===== src/rtl/approx_eval_pkg.sv =====
// Shared types and helpers for the exact/approximate circuit evaluation harness.
// Holds the sweep FSM state encoding, drain length and the absolute-error helper.
package approx_eval_pkg;

    typedef enum logic [1:0] {
        ST_IDLE  = 2'd0,
        ST_SWEEP = 2'd1,
        ST_DRAIN = 2'd2,
        ST_DONE  = 2'd3
    } eval_state_t;

    // Cycles spent after the last vector so both pipeline stages empty out.
    localparam int DRAIN_LEN = 2;

    // Operands are zero-extended to this width; callers cast the result back down.
    localparam int ABS_W = 32;

    function automatic logic [ABS_W-1:0] abs_err(input logic [ABS_W-1:0] a,
                                                 input logic [ABS_W-1:0] b);
        return (a >= b) ? (a - b) : (b - a);
    endfunction

endpackage


===== src/rtl/approx_err_stage.sv =====
// Stage-1 register: magnitude of exact-minus-approx error, tagged with its vector.
// One cycle latency; no backpressure, a new vector is captured every enabled cycle.
module approx_err_stage
    import approx_eval_pkg::*;
#(
    parameter int N_IN  = 4,
    parameter int N_OUT = 3
) (
    input  logic             clk,
    input  logic             rst,
    input  logic             en_i,
    input  logic [N_IN-1:0]  vec_i,
    input  logic [N_OUT-1:0] exact_i,
    input  logic [N_OUT-1:0] approx_i,
    output logic [N_OUT-1:0] diff_o,
    output logic [N_IN-1:0]  vec_o,
    output logic             v1_o
);

    logic [N_OUT-1:0] diff_q, diff_d;
    logic [N_IN-1:0]  vec_q;
    logic             v1_q;

    assign diff_d = N_OUT'(abs_err(ABS_W'(exact_i), ABS_W'(approx_i)));

    always_ff @(posedge clk) begin
        if (rst) begin
            diff_q <= '0;
            vec_q  <= '0;
            v1_q   <= 1'b0;
        end else begin
            v1_q <= en_i;
            if (en_i) begin
                diff_q <= diff_d;
                vec_q  <= vec_i;
            end
        end
    end

    assign diff_o = diff_q;
    assign vec_o  = vec_q;
    assign v1_o   = v1_q;

endmodule


===== src/rtl/approx_error_monitor.sv =====
// Sweeps all 2^N_IN vectors into an exact/approx circuit pair and scores the error.
// done arrives 2^N_IN+3 cycles after start; start is ignored while busy.
module approx_error_monitor
    import approx_eval_pkg::*;
#(
    parameter int N_IN  = 4,
    parameter int N_OUT = 3,
    parameter int ET    = 3
) (
    input  logic             clk,
    input  logic             rst,
    input  logic             start,
    output logic [N_IN-1:0]  vec_out,
    input  logic [N_OUT-1:0] exact_in,
    input  logic [N_OUT-1:0] approx_in,
    output logic             busy,
    output logic             done,
    output logic [N_OUT-1:0] max_err,
    output logic [N_IN:0]    err_count,
    output logic             fail_seen,
    output logic [N_IN-1:0]  first_fail_vec,
    output logic             pass
);

    // A threshold at or above the largest representable error can never be exceeded.
    localparam int               ET_MAX = (1 << N_OUT) - 1;
    localparam int               ET_EFF = (ET > ET_MAX) ? ET_MAX : ET;
    localparam logic [N_OUT-1:0] ET_V   = N_OUT'(ET_EFF);
    localparam logic [1:0]       DRAIN_LAST = 2'(DRAIN_LEN - 1);

    eval_state_t      state_q, state_d;
    logic [N_IN-1:0]  vec_q, vec_d;
    logic [1:0]       drain_q, drain_d;
    logic [N_OUT-1:0] max_err_q, max_err_d;
    logic [N_IN:0]    err_cnt_q, err_cnt_d;
    logic             fail_q, fail_d;
    logic [N_IN-1:0]  first_q, first_d;
    logic             pass_q, pass_d;

    logic [N_OUT-1:0] s1_diff;
    logic [N_IN-1:0]  s1_vec;
    logic             s1_v;

    approx_err_stage #(
        .N_IN  (N_IN),
        .N_OUT (N_OUT)
    ) u_stage (
        .clk      (clk),
        .rst      (rst),
        .en_i     (state_q == ST_SWEEP),
        .vec_i    (vec_q),
        .exact_i  (exact_in),
        .approx_i (approx_in),
        .diff_o   (s1_diff),
        .vec_o    (s1_vec),
        .v1_o     (s1_v)
    );

    always_ff @(posedge clk) begin
        if (rst) begin
            state_q   <= ST_IDLE;
            vec_q     <= '0;
            drain_q   <= '0;
            max_err_q <= '0;
            err_cnt_q <= '0;
            fail_q    <= 1'b0;
            first_q   <= '0;
            pass_q    <= 1'b0;
        end else begin
            state_q   <= state_d;
            vec_q     <= vec_d;
            drain_q   <= drain_d;
            max_err_q <= max_err_d;
            err_cnt_q <= err_cnt_d;
            fail_q    <= fail_d;
            first_q   <= first_d;
            pass_q    <= pass_d;
        end
    end

    always_comb begin
        state_d   = state_q;
        vec_d     = vec_q;
        drain_d   = drain_q;
        max_err_d = max_err_q;
        err_cnt_d = err_cnt_q;
        fail_d    = fail_q;
        first_d   = first_q;
        pass_d    = pass_q;

        // Stage 2: fold the registered error into the running results.
        if (s1_v) begin
            if (s1_diff > max_err_q) begin
                max_err_d = s1_diff;
            end
            if (s1_diff > ET_V) begin
                err_cnt_d = err_cnt_q + 1'b1;
                if (!fail_q) begin
                    fail_d  = 1'b1;
                    first_d = s1_vec;
                end
            end
        end

        unique case (state_q)
            ST_IDLE: begin
                if (start) begin
                    state_d   = ST_SWEEP;
                    vec_d     = '0;
                    max_err_d = '0;
                    err_cnt_d = '0;
                    fail_d    = 1'b0;
                    first_d   = '0;
                end
            end
            ST_SWEEP: begin
                // The counter parks on all-ones so the vector never wraps.
                if (vec_q == '1) begin
                    state_d = ST_DRAIN;
                    drain_d = '0;
                end else begin
                    vec_d = vec_q + 1'b1;
                end
            end
            ST_DRAIN: begin
                if (drain_q == DRAIN_LAST) begin
                    state_d = ST_DONE;
                    pass_d  = (max_err_q <= ET_V);
                end else begin
                    drain_d = drain_q + 1'b1;
                end
            end
            ST_DONE: begin
                state_d = ST_IDLE;
            end
            default: begin
                state_d = ST_IDLE;
            end
        endcase
    end

    assign vec_out        = vec_q;
    assign busy           = (state_q != ST_IDLE);
    assign done           = (state_q == ST_DONE);
    assign max_err        = max_err_q;
    assign err_count      = err_cnt_q;
    assign fail_seen      = fail_q;
    assign first_fail_vec = first_q;
    assign pass           = pass_q;

endmodule

===== config.mk =====
export PLATFORM = sky130hd
export DESIGN_NAME = approx_error_monitor
export DESIGN_NICKNAME = d
export VERILOG_FILES = /design/src/rtl/approx_eval_pkg.sv /design/src/rtl/approx_err_stage.sv /design/src/rtl/approx_error_monitor.sv
export SDC_FILE = /design/constraint.sdc
export NUM_CORES = 1
export LEC_CHECK = 0
export ABC_AREA = 1
export CAP_MARGIN = 0
export CORE_MARGIN = 2
export CORE_UTILIZATION = 40
export CTS_CLUSTER_DIAMETER = 60
export DETAILED_ROUTE_END_ITERATION = 8
export SYNTH_ARGS = -nofsm -noshare
export SYNTH_HDL_FRONTEND = slang
export SYNTH_SLANG_ARGS = --single-unit

===== constraint.sdc =====
create_clock -name clk -period 2.8 [get_ports clk]
set_clock_uncertainty 0.05 [all_clocks]
set_input_delay 0.42 -clock clk [delete_from_list [all_inputs] [get_ports clk]]
set_output_delay 0.42 -clock clk [all_outputs]
set_load 0.01 [all_outputs]

; ---- Yosys cells after proc, flatten, opt, wreduce, memory -nomap -nowiden
; Index checks and enable logic that the tools add are counted.
[op_classes]
n_eq_ne = 10
n_bitwise = 0
multipliers = 0
reduce_logical = 8
n_mux = 28
addsub = 5
magnitude_cmp = 4
div_mod_pow = 0
shift = 0
[ops]
columns = operator, count
row1 = 4-bit two-way mux, 7
row2 = 5-bit two-way mux, 4
row3 = 3-bit two-way mux, 5
row4 = 2-bit two-way mux, 5
row5 = 2-bit != test (second input constant), 5
row6 = 3-bit AND reduction, 3
row7 = 2-bit one-hot mux with 4 select lines, 1
row8 = 4-bit one-hot mux with 2 select lines, 1
row9 = 2-bit nonzero test, 3
row10 = 3-bit subtractor, 2
row11 = 5-bit by 1-bit adder with 5-bit output (second input constant), 1
row12 = 4-bit by 1-bit adder with 4-bit output (second input constant), 1
row13 = 2-bit by 1-bit equality test with 1-bit output (second input constant), 2
row14 = 2-bit equality test (second input constant), 2
row15 = 4-bit equality test (second input constant), 1
row16 = 1-bit two-way mux, 4
row17 = 2-bit one-hot mux with 2 select lines, 1
row18 = 3-bit >= comparator, 1
row19 = 3-bit by 2-bit > comparator with 1-bit output (second input constant), 1
row20 = 3-bit > comparator, 1
row21 = 3-bit by 2-bit less-or-equal comparator with 1-bit output (second input constant), 1
row22 = 2-bit by 1-bit adder with 2-bit output (second input constant), 1
row23 = 2-bit logical NOT, 1
row24 = 2-bit AND reduction, 1
[word_totals]
mem_bits_rw = 0
out_inout_bits = 20
n_memories = 0
latch_bits = 0
rom_bits = 0
input_bits = 9
reg_bits = 30
word_cells = 66

; ---- Longest topological paths before layout
; Gate-level depths: netlist of the first run.
[depth]
depth_word = 5
mapped_depth = 10
depth_no_buf = 10

; ---- By module
; From an unflattened synthesis of the first run, not the netlist that was laid out.
[unflattened]
cells_unflattened = 237
area_unflattened_um2 = 1665.3
[by_module_without_submodules]
columns = module, cells_per_inst, area_per_inst_um2, n_inst
row1 = approx_error_monitor, 170, 1179.9, 1
row2 = approx_err_stage, 67, 485.5, 1

; ---- Worst setup path after synthesis of the first run
; No wires, ideal clock.
[synth_timing]
kind = input-to-reg
from = input port exact_in[0]
to = register u_stage.diff_q[2] (netlist: u_stage.diff_o[2])
t_arrival_ns = 1.336
required_time_ns = 2.641
slack_ns = 1.305
cell_stages = 8
path_cell_list = inv_1 -> ha_1 -> fa_1 -> xnor2_1 -> nand2_1 -> nand3_1 -> nand2_1 -> inv_1
[synth_between]
elab_chain_cells = 2
[synth_rtl]
columns = item, line
row1 = from (decl), approx_error_monitor.sv:14  ; input logic [N_OUT-1:0] exact_in,
row2 = 3-bit subtractor / 3-bit >= comparator (equally long branches), approx_eval_pkg.sv:20  ; return (a >= b) ? (a - b) : (b - a);
row3 = 3-bit two-way mux (*), approx_eval_pkg.sv:20
row4 = to (signal assigned), approx_err_stage.sv:34  ; diff_q <= diff_d;
row5 = to (decl), approx_err_stage.sv:20  ; logic [N_OUT-1:0] diff_q, diff_d;
; Every way passes the cells marked *; elsewhere a longest branch is shown, timed or not.
; A chain may end at the register's enable or synchronous reset.

; ---- Final worst setup path of the first run
[layout_timing]
from = register state_q[0]
to = output port busy
[layout_between]
elab_chain_cells = 1
[layout_rtl]
columns = item, line
row1 = from (decl), approx_error_monitor.sv:31  ; eval_state_t state_q, state_d;
row2 = from (signal assigned), approx_error_monitor.sv:70  ; state_q <= state_d;
row3 = 2-bit nonzero test, approx_error_monitor.sv:143  ; assign busy = (state_q != ST_IDLE);
row4 = to (decl), approx_error_monitor.sv:16  ; output logic busy,
; Every way passes these cells.

==> metrics.md, run 1 <==
| Metric | Value |
|---|---|
| Status | `completed` |
| Remaining Overflow, GRT | `0` |
| Net Sw Frac | `34.0%` |
| Minimum clock period | `2.08 ns` |
| Largest net degree at the start of global routing | `16` |
| Hold path depth | `2` |
| Fill count | `376` |
| Global-route wire length before repair | `5770 um` |
| Layout Cells excl Fill | `314` |
| Setup ws final | `0.720 ns` |
| Initial DRC count | `54` |
| I/O Buffers | `28` |
| WHS | `0.433 ns` |
| Worst-path clk slew | `0.07 ns` |
| DIE HEIGHT | `67.6 um` |
| Clock Power Share | `32.2%` |
| FMAX | `~480 MHz` |
| Reg-to-reg critical path endpoint | `vec_out[2]$_SDFFE_PP0P_` |
| Util after Layout | `between 50% and 60%` |
| Tot Pwr | `1.70 mW` |
| P_leak | `0.976 nW` |
| DR DRC count | `0` |
| Setup_tns | `0 ns` |
| Syn Nets | `between 200 and 300` |
| Critical path launch point type | `flip-flop` |
| Post-place instance area | `about 2000 um^2` |
| Dpl cells | `just over 300` |
| Avg Inst Size Synth | `7.06 um^2` |
| Critical Path RT | `approximately 2.3 ns` |
| Cts hold-fix bufs | `0` |
| Max-slew violations | `0` |
| Synth Area in Adders | `14.8%` |
| Overall routed net length | `between 3000 and 4000 um` |
| Multiplexer share of the synthesized area | `0%` |
| Tcrit/Tclk final | `74.3%` |
| Num Clock Sinks | `30` |
| Post-synthesis xor/xnor area fraction | `0.541%` |
| Routed vias | `1,468` |
| Diode count | `0` |
| Initial antenna violation count | `0` |
| Post-CTS Setup Bufs | `0` |
| Setup crit end kind | `output port` |
| H-tree depth | `2` |
| Ys Warns | `0` |
| Mapped Area | `between 1500 and 2000 um^2` |
| Worst Hold Class | `flip-flop to flip-flop` |
| DRT Pass-1 Iters | `4` |
| DP Worst Slack | `roughly 0.70 ns` |
| Via density | `4.68` |
| Die area | `4570 um^2` |
| Worst R2R Path Depth | `7` |
| Max clock buf depth | `2` |
| RR Startpoint | `state_q[1]$_SDFFE_PP0P_` |
| GRT Overall Usage | `approximately 17%` |
| GP Congestion | `0.754` |
| P_int | `1.12 mW` |
| Setup-failing EPs final | `0` |
| Synth-to-Final Area Change | `29.9%` |
| Seq. cell area | `601 um^2` |
| Multi-input logic area | `850 um^2` |
| Core Area | `3940 um^2` |
| Netlist cell types | `19` |
| Hold_sp | `drain_q[1]$_SDFFE_PP0P_` |
| Post-synthesis simple-gate area fraction | `27.1%` |
| Initial Util | `41.0%` |
| Arr. time, crit path | `1.61 ns` |
| WS Path Type | `flip-flop to output port` |
| WL/cell | `10.2 um` |
| Layout cells sized above 1 | `5.68%` |
| Clk Latency, worst-skew pair | `0.28 ns` |
| Worst Max-Slew Pin Slew | `0.527 ns` |
| Nets | `290` |
| DIE WIDTH | `67.6 um` |
| Hold Path End | `drain_q[1]$_SDFFE_PP0P_` |
| Register share of total power | `32.8%` |
| Switching power | `0.577 mW` |
| Slew headroom | `about two thirds` |
| Post_cts resized | `0` |
| HPWL Detailed | `2430 um` |
| FF+latch count, synth | `30` |
| Combinational share of power | `35.0%` |
| Post-synthesis compound-gate area fraction | `9.98%` |
| Syn Inst Count | `229` |
| Post-route ant nets | `0` |
| Max_cap viols | `0` |
| Vias in the first global route | `roughly 1,300` |
| Largest family of logic cells by synthesized area | `simple AND/OR/NAND/NOR gates` |
| Maximum fanout along the worst path | `4` |
| Clk root buf | `clkbuf_8` |
| FP Rows | `23` |
| Cts bufs inserted | `5` |
| Sequential area share after synthesis | `37.1%` |
| Final instance area | `about 2100 um^2` |
| Io pins | `29` |
| RSZ-0062 raised after global routing | `no` |
| Final Hold Vio Count | `0` |
| Power per cell area | `809 nW/um^2` |
| Peak VDD IR | `0.000439 V` |
| Setup slack, reg-to-reg | `0.98 ns` |
| TritonCTS clock tree | `done` |
[worst max-delay path by stage]
stage                       startpoint                        endpoint  cells past startpoint
3_3_place_gp              approx_in[0]  u_stage.diff_o[2]$_SDFFE_PP0P_                     10
5_1_grt        state_q[0]$_SDFFE_PP0P_                            busy                      4
3_5_place_dp              approx_in[0]  u_stage.diff_o[2]$_SDFFE_PP0P_                     10
2_1_floorplan              exact_in[0]  u_stage.diff_o[2]$_SDFFE_PP0P_                      8
6_report       state_q[0]$_SDFFE_PP0P_                            busy                      4
4_1_cts        state_q[0]$_SDFFE_PP0P_                            busy                      4
[state kept, by name (all words and copies together) (netlist names)]
signal	flops
u_stage.vec_o	4
vec_out	4
u_stage.diff_o	3
pass	1
max_err	3
state_q	2
first_fail_vec	4
drain_q	2
u_stage.v1_o	1
err_count	5
fail_seen	1
[final cells by class]
type                    instances  area share, %
multi-input cells             155           40.4
flip-flops and latches         30           28.6
repair buffers                 29           13.7
inverters                      42           7.50
clock buffers                   6           3.93
well taps                      50           2.98
clock inverters                 2           2.86
[layer usage]
layer	routed length (um)	vias up	track usage [%]	share of wire, %
met5	0	-	0	0
met4	70	0	8.67	2.2
met3	146	7	4.33	4.6
met2	1410	27	26.7	44
met1	1570	640	21.0	49
li1	-	794	-	-
[power by group through the flow]
stage | logic, mW | clock network [mW] | registers (mW)
2_1_floorplan | 0.425 | 0 | 0.563
3_3_place_gp | 0.594 | 0 | 0.567
3_5_place_dp | 0.594 | 0 | 0.567
4_1_cts | 0.598 | 0.560 | 0.558
5_1_grt | 0.699 | 0.577 | 0.569
6_report | 0.595 | 0.547 | 0.557
[cells in the mapped netlist (all sizes together)]
| library cell | instances | area share, % |
|---|---|---|
| buf | 2 | 0.62 |
| o2111ai | 1 | 0.54 |
| o211ai | 1 | 0.46 |
| xnor2 | 1 | 0.54 |
| nor3 | 3 | 1.2 |
| ha | 16 | 12 |
| a21oi | 10 | 3.1 |
| nand2 | 43 | 10 |
| dfxtp | 30 | 37 |
| inv | 42 | 9.7 |
| o21ai | 19 | 5.9 |
| nand4 | 5 | 1.9 |
| nand3 | 13 | 4.0 |
| nor2 | 41 | 9.8 |
| fa | 2 | 2.5 |
[cell usage in the layout, fill, tap and decap left out, types with 6 or more instances in the layout]
| master | n |
|---|---|
| nand2_1 | 42 |
| inv_1 | 40 |
| nor2_1 | 39 |
| dfxtp_1 | 30 |
| clkdlybuf4s50_1 | 28 |
| o21ai_0 | 19 |
| ha_1 | 16 |
| nand3_1 | 13 |
| a21oi_1 | 10 |
| clkbuf_8 | 6 |
[cell families (layout without fill, tap and decap cells)]
family / count (synthesis) / count (layout)
compound gates: 31 / 31
xor+xnor: 1 / 1
fa+ha+maj: 18 / 18
buf+inv: 44 / 79
flops: 30 / 30
simple gates: 105 / 105
[critical path, cell delays in order, from the launching register on]
cell and delay, ns:
dfxtp_1 0.36, inv_1 0.10, ha_1 0.25, inv_1 0.09, clkdlybuf4s50_1 0.54
(Power assumes the default switching activity.)
==> run 2: changes to the inputs <==
Settings changed: PLACE_DENSITY from default to 0.66.
Clock period 2.8 ns to 1.9 ns, I/O delays scaled along.
==> metrics.md, run 2 (synthesized netlist as in run 1, its figures left out) <==
| Metric | Value |
|---|---|
| WL/cell | `9.97 um` |
| Final instance area | `2080 um^2` |
| HPWL Detailed | `roughly 2500 um` |
| Critical path launch point type | `flip-flop` |
| Layout cells sized above 1 | `7.43%` |
| GRT Overall Usage | `16.6%` |
| Routing usage on met3 | `5.00%` |
| Remaining Overflow, GRT | `0` |
| DIE WIDTH | `67.6 um` |
| Clk Latency, worst-skew pair | `0.28 ns` |
| Initial Util | `slightly above 40%` |
| Setup ws final | `0.207 ns` |
| Nets | `296` |
| RSZ-0062 raised after global routing | `no` |
| Setup crit end kind | `output port` |
| GP Congestion | `approximately 0.8` |
| Most frequent cells in the layout | `nand2_1 (42), inv_1 (40), nor2_1 (39)` |
| Slew headroom | `80.1%` |
| CP delay by family, top | `buffers and inverters` |
| Clk root buf | `clkbuf_8` |
| TritonCTS clock tree | `done` |
| Cts bufs inserted | `5` |
| GR Layer Usage met1 | `20.7%` |
| Vias in the first global route | `around 1,400` |
| DP Worst Slack | `-0.00577 ns` |
| Critical Path RT | `roughly 1.6 ns` |
| Initial antenna violation count | `0` |
| FMAX | `591 MHz` |
| Largest register FFs | `5` |
| Worst-path clk slew | `about 0.060 ns` |
| CP Cell Sequence | `inv_1 -> ha_1 -> inv_1 -> dlygate4sd2_1` |
| Worst Max-Slew Pin Slew | `0.295 ns` |
| Post-route ant nets | `0` |
| Max clock buf depth | `2` |
| Global-route wire length before repair | `5680 um` |
| Max_cap viols | `0` |
| Peak VDD IR | `approximately 0.00053 V` |
| Worst Hold Class | `flip-flop to flip-flop` |
| I/O Buffers | `28` |
| Num Clock Sinks | `30` |
| Setup-failing EPs final | `0` |
| Maximum fanout along the worst path | `4` |
| Status | `completed` |
| Crit path buffers/inverters | `3` |
| WHS | `roughly 0.43 ns` |
| Final Hold Vio Count | `0` |
| Busiest grt layer | `met2` |
| Minimum clock period | `~1.7 ns` |
| CP max stage delay | `0.36 ns` |
| Crit-path slowest cell | `dfxtp_1` |
| Io pins | `29` |
| Core Area | `approximately 3900 um^2` |
| Power per cell area | `1050 nW/um^2` |
| P_leak | `0.980 nW` |
| Post-place instance area | `2000 um^2` |
| Most common cell on crit path | `inv_1` |
| Die area | `between 4000 and 5000 um^2` |
| Commonest non-fill, non-tap cell in the layout | `nand2_1` |
| Cts hold-fix bufs | `0` |
| Largest net degree at the start of global routing | `11` |
| Max-slew violations | `0` |
| Routed vias | `around 1,500` |
| Tcrit/Tclk final | `89.1%` |
| Tot Pwr | `2.19 mW` |
| Setup_tns | `0 ns` |
| Initial DRC count | `slightly below 60` |
| H-tree depth | `2` |
| DIE HEIGHT | `approximately 68 um` |
| Met2 usage | `26.5%` |
| Via density | `4.62` |
| Synth-to-Final Area Change | `28.6%` |
| DR DRC count | `0` |
| Arr. time, crit path | `approximately 1.4 ns` |
| Post-CTS Setup Bufs | `0` |
| Diode count | `0` |
| WS Path Type | `flip-flop to output port` |
| Overall routed net length | `3180 um` |
| FP Rows | `23` |
| DRT Pass-1 Iters | `4` |
-- run 2: final timing paths --
check,from,end,slack [ns],cells past startpoint
worst max-delay path,state_q[0]$_SDFFE_PP0P_,busy,0.21,4
worst min-delay path,first_fail_vec[3]$_SDFF_PP0_,first_fail_vec[3]$_SDFF_PP0_,0.43,2
worst min register to register,first_fail_vec[3]$_SDFF_PP0_,first_fail_vec[3]$_SDFF_PP0_,0.43,2
worst max register to register,state_q[1]$_SDFFE_PP0P_,vec_out[2]$_SDFFE_PP0P_,0.40,7
-- run 2: where the power goes --
group,internal (mW),switching (mW)
logic,0.362,0.525
clock network,0.245,0.239
registers,0.742,0.0811
-- run 2: timing repair --
| action | in CTS | in global routing |
|---|---|---|
| endpoints found under the setup margin | 1 | 0 |
| resized for setup | 1 | 0 |
| hold endpoints to repair | 0 | 0 |
-- run 2: final cells by class --
cell class,instances,area [um^2]
Clock inverter,2,10.0
Inverter,42,158
Multi-Input combinational cell,155,850
Fill cell,400,1860
Timing Repair Buffer,35,332
Sequential cell,30,601
Clock buffer,5,68.8
Tap cell,50,62.6
-- run 2: metrics by stage --
step,cells,utilization [%]
2_1_floorplan,229,-
4_1_cts,319,52.8
6_report,319,52.8
3_5_place_dp,312,50.8
5_1_grt,319,52.8
3_3_place_gp,312,50.8
-- run 2: tightest hold or removal path, delay by kind of cell, from the launching register on --
| family | cells | cell delay (ns) |
|---|---|---|
| and+or+nand+nor | 2 | 0.13 |
| DFF | 1 | 0.32 |
-- run 2: per-layer routing --
| layer | share of wire (%) | routed length, um | vias up |
|---|---|---|---|
| met5 | 0 | 0 | - |
| li1 | - | - | 798 |
| met2 | 43 | 1360 | 40 |
| met4 | 2.1 | 68 | 0 |
| met1 | 50 | 1580 | 628 |
| met3 | 5.4 | 171 | 8 |
==> run 3: changes to the inputs <==
Settings changed: CORE_MARGIN 2 to default, GPL_ROUTABILITY_DRIVEN from default to 0.
==> metrics.md, run 3 (synthesized netlist as in run 1, its figures left out) <==
| Metric | Value |
|---|---|
| Diode count | `0` |
| Register share of total power | `a little over a third` |
| WL/cell | `slightly below 10 um` |
| Num Clock Sinks | `30` |
| Max_cap viols | `0` |
| Cts hold-fix bufs | `0` |
| Nets | `296` |
| Switching power | `0.850 mW` |
| Multi-input logic area | `850 um^2` |
| Final Hold Vio Count | `0` |
| Maximum fanout along the worst path | `4` |
| Largest net degree at the start of global routing | `11` |
| Post-CTS Setup Bufs | `0` |
| Post_cts resized | `1` |
| DR DRC count | `0` |
| DIE HEIGHT | `65.6 um` |
| Peak VDD IR | `0.000676 V` |
| Vias in the first global route | `1,285` |
| Remaining Overflow, GRT | `0` |
| Initial Util | `between 40% and 50%` |
| Setup crit end kind | `output port` |
| Final instance area | `~2100 um^2` |
| FP Rows | `22` |
| GRT Overall Usage | `between 10% and 20%` |
| Worst Hold Class | `flip-flop to flip-flop` |
| WS Path Type | `flip-flop to output port` |
| DRT Pass-1 Iters | `4` |
| Core Area | `3770 um^2` |
| Most frequent cells in the layout | `nand2_1 (42), inv_1 (40), nor2_1 (39)` |
| Layout cells sized above 1 | `7.78%` |
| Critical path launch point type | `flip-flop` |
| Util after Layout | `55.5%` |
| Max-slew violations | `0` |
| Status | `completed` |
| Global-route wire length before repair | `~5500 um` |
| Max clock buf depth | `2` |
| Seq. cell area | `601 um^2` |
| Clock Power Share | `24.2%` |
| Routed vias | `approximately 1,500` |
| Minimum clock period | `1.70 ns` |
| Combinational share of power | `around two fifths` |
| TritonCTS clock tree | `done` |
| Via density | `4.57` |
| Worst-path clk slew | `~0.060 ns` |
| WHS | `0.433 ns` |
| Post-route ant nets | `0` |
| FMAX | `588 MHz` |
| Worst Max-Slew Pin Slew | `between 0.2 and 0.3 ns` |
| H-tree depth | `2` |
| Overall routed net length | `3100 um` |
| Power per cell area | `~1100 nW/um^2` |
| Die area | `about 4300 um^2` |
| I/O Buffers | `28` |
| Critical Path RT | `~1.6 ns` |
| Cts bufs inserted | `5` |
| Synth-to-Final Area Change | `29.5%` |
| DIE WIDTH | `65.6 um` |
| Arr. time, crit path | `1.36 ns` |
| Clk root buf | `clkbuf_8` |
| HPWL Detailed | `2450 um` |
| P_leak | `0.983 nW` |
| Largest register FFs | `5` |
| RSZ-0062 raised after global routing | `no` |
| Commonest non-fill, non-tap cell in the layout | `nand2_1` |
| Initial antenna violation count | `0` |
| Initial DRC count | `54` |
| Io pins | `29` |
| Clk Latency, worst-skew pair | `~0.29 ns` |
| Slew headroom | `80.7%` |
| Fill count | `386` |
| Setup-failing EPs final | `0` |
| Tcrit/Tclk final | `89.5%` |
| Net Sw Frac | `a little under two fifths` |
| P_int | `approximately 1.4 mW` |
| Post-place instance area | `approximately 2000 um^2` |
| Setup_tns | `0 ns` |
## run 3: through the flow
| stage | power (mW) | instances | setup WS (ns) |
|---|---|---|---|
| after floorplan | 1.46 | 229 | 0.540 |
| after global placement | 1.72 | 310 | 0.0119 |
| after detailed placement | 1.73 | 310 | -0.0237 |
| after CTS | 2.28 | 318 | 0.185 |
| after global routing | 2.45 | 318 | 0.127 |
| final | 2.25 | 318 | 0.200 |
## run 3: final timing paths
kind / from / end / slack, ns / cells past startpoint
worst min register to register: drain_q[1]$_SDFFE_PP0P_ / drain_q[1]$_SDFFE_PP0P_ / 0.43 / 2
worst max register to register: state_q[1]$_SDFFE_PP0P_ / vec_out[2]$_SDFFE_PP0P_ / 0.33 / 7
worst max-delay path: state_q[0]$_SDFFE_PP0P_ / busy / 0.20 / 4
worst min-delay path: drain_q[1]$_SDFFE_PP0P_ / drain_q[1]$_SDFFE_PP0P_ / 0.43 / 2
## run 3: routing by layer
layer	share of wire, %	global-route usage, %
met4	2.7	11.4
met5	0	0
met3	4.0	4.17
met1	52	22.2
met2	42	25.5
## run 3: power groups by stage
| stage | registers, mW | clock network, mW | logic (mW) |
|---|---|---|---|
| floorplan | 0.830 | 0 | 0.626 |
| global route | 0.834 | 0.583 | 1.03 |
| global placement | 0.833 | 0 | 0.888 |
| CTS | 0.822 | 0.566 | 0.888 |
| detailed placement | 0.836 | 0 | 0.892 |
| finish | 0.821 | 0.544 | 0.882 |
## run 3: layout make-up
type / count / area share [%]
Clock buffer: 6 / 3.94
Clock inverter: 2 / 0.597
Inverter: 42 / 7.53
Multi-Input combinational cell: 155 / 40.6
Sequential cell: 30 / 28.7
Tap cell: 48 / 2.87
Timing Repair Buffer: 35 / 15.8
## run 3: worst max-delay path: stages, from the launching register on
cell and delay, ns:
dfxtp_1 0.37, inv_1 0.10, ha_1 0.24, inv_1 0.09, dlygate4sd2_1 0.27
